==> src/rtl/vlane_flagreduce.sv <==
// vlane_flagreduce: sequential reduction of a streamed flag vector.
// Handles VFPOP, VFFF1, VFFL1 (scalar result) and VFSETBF, VFSETIF,
// VFSETOF (new flag vector streamed out chunk by chunk).
//
// Ports:
//   clk, resetn        clock (rising edge), async active-high reset
//   op_valid/op        operation request, accepted only in IDLE (op_ready)
//   in_*               flag chunk stream in (flags, element mask, last)
//   out_*              result flag chunk stream out (set ops only)
//   scalar_valid       one-cycle completion pulse with scalar_result
//   busy               unit is not idle
//
// State | meaning
// ------+-------------------------------------------------------------
// IDLE  | waiting for an op request
// RUN   | consuming flag chunks, producing out chunks for set ops
// DONE  | stream finished; wait for out stage to drain, pulse result
module vlane_flagreduce #(
  parameter int NUMLANES     = 8,
  parameter int LOG2NUMLANES = 3,
  parameter int WIDTH        = 16
) (
  input  logic                clk,
  input  logic                resetn,
  input  logic                op_valid,
  input  logic [2:0]          op,
  output logic                op_ready,
  input  logic                in_valid,
  input  logic [NUMLANES-1:0] in_flags,
  input  logic [NUMLANES-1:0] in_mask,
  input  logic                in_last,
  output logic                in_ready,
  output logic                out_valid,
  output logic [NUMLANES-1:0] out_flags,
  input  logic                out_ready,
  output logic                scalar_valid,
  output logic [WIDTH-1:0]    scalar_result,
  output logic                busy
);

  localparam int CIDXW = WIDTH - LOG2NUMLANES;

  localparam logic [2:0] OP_POP   = 3'd0;
  localparam logic [2:0] OP_FF1   = 3'd1;
  localparam logic [2:0] OP_FL1   = 3'd2;
  localparam logic [2:0] OP_SETBF = 3'd3;
  localparam logic [2:0] OP_SETIF = 3'd4;
  localparam logic [2:0] OP_SETOF = 3'd5;

  typedef enum logic [1:0] {
    S_IDLE = 2'd0,
    S_RUN  = 2'd1,
    S_DONE = 2'd2
  } state_t;

  state_t                  r_state;
  state_t                  w_state_nxt;
  logic [2:0]              r_op;
  logic [CIDXW-1:0]        r_chunk_idx;
  logic [WIDTH-1:0]        r_count;
  logic [WIDTH-1:0]        r_first;
  logic [WIDTH-1:0]        r_last;
  logic                    r_found;
  logic                    r_out_valid;
  logic [NUMLANES-1:0]     r_out_flags;

  logic                    w_is_set;
  logic                    w_accept;
  logic                    w_finish;
  logic [NUMLANES-1:0]     w_f;
  logic                    w_any;
  logic [WIDTH-1:0]        w_pop;
  logic [LOG2NUMLANES-1:0] w_lo_idx;
  logic [LOG2NUMLANES-1:0] w_hi_idx;
  logic                    w_seen;
  logic [NUMLANES-1:0]     w_out;

  assign w_is_set = (r_op == OP_SETBF) | (r_op == OP_SETIF) | (r_op == OP_SETOF);
  assign w_f      = in_flags & in_mask;
  assign w_any    = |w_f;

  // Single registered output stage: a set op may take a chunk whenever the
  // stage is empty or is being emptied this cycle.
  assign in_ready = (r_state == S_RUN) & (~w_is_set | ~r_out_valid | out_ready);
  assign w_accept = in_valid & in_ready;

  // Set ops may only complete once the last out chunk has been taken.
  assign w_finish = (r_state == S_DONE) & (~w_is_set | ~r_out_valid);

  assign op_ready     = (r_state == S_IDLE);
  assign busy         = (r_state != S_IDLE);
  assign out_valid    = r_out_valid;
  assign out_flags    = r_out_flags;
  assign scalar_valid = w_finish;

  // Per-chunk reduction: popcount, lowest/highest set lane, and the
  // set-op output where seen tracks "a set flag occurred earlier".
  always_comb begin
    w_pop    = '0;
    w_lo_idx = '0;
    w_hi_idx = '0;
    w_out    = '0;
    w_seen   = r_found;
    for (int i = 0; i < NUMLANES; i++) begin
      w_pop = w_pop + WIDTH'(w_f[i]);
      if (w_f[i]) w_hi_idx = LOG2NUMLANES'(i);
    end
    for (int i = NUMLANES - 1; i >= 0; i--) begin
      if (w_f[i]) w_lo_idx = LOG2NUMLANES'(i);
    end
    for (int i = 0; i < NUMLANES; i++) begin
      case (r_op)
        OP_SETBF: w_out[i] = in_mask[i] & ~w_seen & ~w_f[i];
        OP_SETIF: w_out[i] = in_mask[i] & ~w_seen;
        OP_SETOF: w_out[i] = w_f[i] & ~w_seen;
        default:  w_out[i] = 1'b0;
      endcase
      w_seen = w_seen | w_f[i];
    end
  end

  always_comb begin
    w_state_nxt = r_state;
    case (r_state)
      S_IDLE:  if (op_valid) w_state_nxt = S_RUN;
      S_RUN:   if (w_accept && in_last) w_state_nxt = S_DONE;
      S_DONE:  if (w_finish) w_state_nxt = S_IDLE;
      default: w_state_nxt = S_IDLE;
    endcase
  end

  always_comb begin
    scalar_result = '0;
    if (w_finish) begin
      case (r_op)
        OP_POP:  scalar_result = r_count;
        OP_FF1:  scalar_result = r_found ? r_first : '1;
        OP_FL1:  scalar_result = r_found ? r_last : '1;
        default: scalar_result = '0;
      endcase
    end
  end

  always_ff @(posedge clk or posedge resetn) begin
    if (resetn) begin
      r_state     <= S_IDLE;
      r_op        <= '0;
      r_chunk_idx <= '0;
      r_count     <= '0;
      r_first     <= '0;
      r_last      <= '0;
      r_found     <= 1'b0;
      r_out_valid <= 1'b0;
      r_out_flags <= '0;
    end else begin
      r_state <= w_state_nxt;

      if (r_state == S_IDLE && op_valid) begin
        r_op        <= op;
        r_chunk_idx <= '0;
        r_count     <= '0;
        r_first     <= '0;
        r_last      <= '0;
        r_found     <= 1'b0;
      end

      if (w_accept) begin
        r_chunk_idx <= r_chunk_idx + CIDXW'(1);
        case (r_op)
          OP_POP: r_count <= r_count + w_pop;
          OP_FF1: begin
            if (!r_found && w_any) begin
              r_first <= {r_chunk_idx, w_lo_idx};
              r_found <= 1'b1;
            end
          end
          OP_FL1: begin
            if (w_any) begin
              r_last  <= {r_chunk_idx, w_hi_idx};
              r_found <= 1'b1;
            end
          end
          OP_SETBF, OP_SETIF, OP_SETOF: r_found <= r_found | w_any;
          default: ;
        endcase
      end

      // Refill takes priority over drain so a same-cycle handshake on both
      // sides keeps the stage full with the new chunk.
      if (w_accept && w_is_set) begin
        r_out_valid <= 1'b1;
        r_out_flags <= w_out;
      end else if (out_ready) begin
        r_out_valid <= 1'b0;
      end
    end
  end

endmodule

==> config.mk <==
export PLATFORM = sky130hd
export DESIGN_NAME = vlane_flagreduce
export DESIGN_NICKNAME = d
export VERILOG_FILES = /design/src/rtl/vlane_flagreduce.sv
export SDC_FILE = /design/constraint.sdc
export NUM_CORES = 1
export LEC_CHECK = 0
export CAP_MARGIN = 20
export CORE_MARGIN = 8
export CORE_UTILIZATION = 48
export CTS_BUF_LIST = sky130_fd_sc_hd__clkbuf_4 sky130_fd_sc_hd__clkbuf_8
export CTS_CLUSTER_DIAMETER = 40
export CTS_CLUSTER_SIZE = 40
export DETAILED_ROUTE_END_ITERATION = 12
export DONT_BUFFER_PORTS = 1
export GPL_ROUTABILITY_DRIVEN = 0
export GPL_TIMING_DRIVEN = 0
export SYNTH_ARGS = -nofsm -noshare
export SYNTH_HDL_FRONTEND = slang
export SYNTH_SLANG_ARGS = --single-unit
export TNS_END_PERCENT = 10
==> constraint.sdc <==
create_clock -name clk -period 9.5 [get_ports clk]
set_input_delay 0.475 -clock clk [delete_from_list [all_inputs] [get_ports clk]]
set_output_delay 0.475 -clock clk [all_outputs]
set_load 0.05 [all_outputs]
==> reports/summary.txt <==
Status -> complete, no violations
Power Dens Cells -> 237 nW/µm²
Worst path most repeated cell -> fa_1
First-pass GRT wire length -> 21500 µm
Routed WL -> 13200 µm
Starting Density -> 49.7%
Syn. warnings -> 0
Slowest-stage cell, CP -> fa_1
Synthesized Nets -> 549
Buffers on Ports -> 0
GR Overflow Total -> 0
Post_cts resized -> 0
Largest net degree at the start of global routing -> 59
Design area -> 5190 µm²
Layout Utilization -> 56.2%
Setup Crit Path Kind -> reg -> reg
Initial antenna violation count -> 0
Reg2Reg Launch Point -> r_count[0]$_DFF_PP0_
Die Span Y -> 114 µm
Seq/Total Area, Yosys -> 41.4%
Setup crit start -> r_count[0]$_DFF_PP0_
Count of cell types in the netlist -> 61
Die area -> 12900 µm²
CTS H-tree lvls -> 3
Leakage dissipation -> 2.23 nW
Crit path arrival time -> 4.07 ns
Share of layout cells above drive strength 1 -> 13.1%
Vias/cell -> 5.96
Nets -> 574
Predominant post-synthesis flop cell -> dfrtp_1
Via count -> 3991
Largest area contributor in the netlist -> dfrtp_1
Most frequent cell after synthesis -> nand2_1
Top Ports -> 54
Clock Latency Late Sink -> 0.35 ns
# hold bufs at CTS -> 1
DP Area -> 4950 µm²
Worst VDD drop -> 109 µV
Die width -> 114 µm
Drt drc -> 0
#FFs+latches synth -> 76
Detail Route Antenna Nets -> 0
Ys async rst share -> 100%
Critical Path Sink Type -> flop
Maximum root-to-sink buffer count -> 2
Iter 0 DRT Violations -> 284
Area of the mapped netlist -> 4590 µm²
Max-cap viol count -> 0
Clock Root Buffer -> clkbuf_8
TritonCTS Buffers -> 9
Hold_sp -> in_last
Site Rows -> 35
Crit start category -> flop
Worst slew margin -> 26.4%
Total Routing Usage GR -> 21.3%
Clk sinks -> 76
Post-synth EDFFs -> 0
Crit-path max FO -> 3
Max-slew violations -> 0
Core area -> 9240 µm²
Pre-antenna DRT Iters -> 5
Hold WC Path Type -> in -> reg
DR WL/cell -> 19.7 µm
Setup bufs post-CTS -> 0
Final Skew -> 0.00889 ns
Cell chain of the critical path -> fa_1, inv_1, fa_1, fa_1, fa_1, fa_1, nor2b_1, o21ai_0, a2111oi_2, xnor2_1, nor2_1
Final hold violation count -> 0
Minimum clock period -> 3.84 ns
Ant. Diodes -> 0
Post-synth top cells -> 109 x nand2_1, 76 x dfrtp_1, 40 x o21ai_0
TritonCTS clock tree -> done
Post-synth top area share -> 41.4%
Area grow syn2layout -> 13.2%
Crit path largest cell delay -> 0.54 ns
Mapped Cells -> 511
Setup Viol. Count Final -> 0
Unrepaired setup endpoints after global routing -> no
Tcrit/Tclk final -> 40.4%
Setup_tns -> 0 ns
Critical Path RT -> 9.73 ns
Fill cell count -> 855
Total power -> 1.23 mW
CTS clk-pin slew, worst paths -> 0.08 ns
Number of global-route vias before repair -> 4026
Syn Area/Cell -> 8.98 µm²
Peak Freq -> 260 MHz
DP Wirelength -> 9860 µm
Worst slew pin tran -> 1.11 ns
Area contributors post-synth -> dfrtp_1 41%, nand2_1 8.9%, mux2i_1 4.4%
Hold_ws -> 0.207 ns
-- worst paths after layout --
| check | end | slack [ns] | depth (start not counted) |
|---|---|---|---|
| max in group asynchronous | r_first[0]$_DFF_PP0_ | 8.37 | 3 |
| hold / removal | r_state[0]$_DFFE_PP0P_ | 0.21 | 1 |
| hold reg to reg | r_count[14]$_DFF_PP0_ | 0.49 | 1 |
| setup reg to reg | r_count[10]$_DFF_PP0_ | 5.66 | 11 |
| setup / recovery | r_count[10]$_DFF_PP0_ | 5.66 | 11 |
| min in group asynchronous | r_count[12]$_DFF_PP0_ | 0.55 | 2 |
-- worst max-delay path: cells and delay by family, from the launching register on --
| kind | cells | cell delay, ns |
|---|---|---|
| XOR/XNOR | 1 | 0.17 |
| buffers and inverters | 1 | 0.05 |
| AO/OA/AOI/OAI | 2 | 0.61 |
| flip-flops | 1 | 0.42 |
| AND/OR/NAND/NOR | 2 | 0.18 |
| adder cells (fa/ha/maj) | 5 | 2.30 |
-- state kept, by name, indices dropped and copies added (netlist names) --
signal and cells:
out_flags 8, r_count 16, r_chunk_idx 13, r_first 16, r_found 1, r_state 2
r_op 3, out_valid 1, r_last 16
-- routing by layer --
layer	global-route usage, %	wire length, µm	vias to the layer above
met3	4.28	773	20
met1	27.0	5670	1965
met5	0	0	-
li1	-	-	1900
met2	35.5	6500	106
met4	6.57	265	0
-- through the flow --
stage,setup slack [ns],cells
after global placement,4.97,640
after CTS,5.61,670
after floorplan,5.48,511
final,5.66,670
after global routing,5.41,670
after detailed placement,5.35,653
-- logic make-up after synthesis --
logic type	after synthesis	synth area share (%)
muxes	21	4.61
and+or+nand+nor	213	22.7
buffers and inverters	42	4.42
xor gates and xnor gates	3	0.573
DFF	76	41.4
adders and majority gates	13	4.36
AOI/OAI and AO/OA	143	21.9
-- area by class of cell --
cell class | count | area, µm² | area share [%]
multi-input cells | 393 | 2560 | 49.3
flip-flops and latches | 76 | 1900 | 36.6
clock buffers | 12 | 165 | 3.18
well taps | 129 | 161 | 3.11
plain buffers | 30 | 158 | 3.04
repair buffers | 14 | 128 | 2.46
clock inverters | 4 | 70.1 | 1.35
inverters | 12 | 47.5 | 0.915
-- layout by cell type (no fill, tap or decap), types with 9 or more instances in the layout --
cell type and instances:
nand2_1 109, dfrtp_1 76, o21ai_0 40, nor2_1 28, a21oi_1 28, buf_4 20
nand3_1 20, mux2i_1 20, clkbuf_1 13, a2111oi_2 13, nor2b_1 12, clkbuf_8 12
inv_1 11, o31ai_1 10, o32ai_1 9
-- power breakdown --
part | internal [mW] | leakage, nW | total, mW | switching, mW
Combinational | 0.167 | 1.07 | 0.515 | 0.348
Sequential | 0.365 | 1.04 | 0.426 | 0.0606
Clock | 0.169 | 0.122 | 0.291 | 0.122
Total | 0.701 | 2.23 | 1.23 | 0.530
No activity file was read; power rests on OpenSTA's default activity.
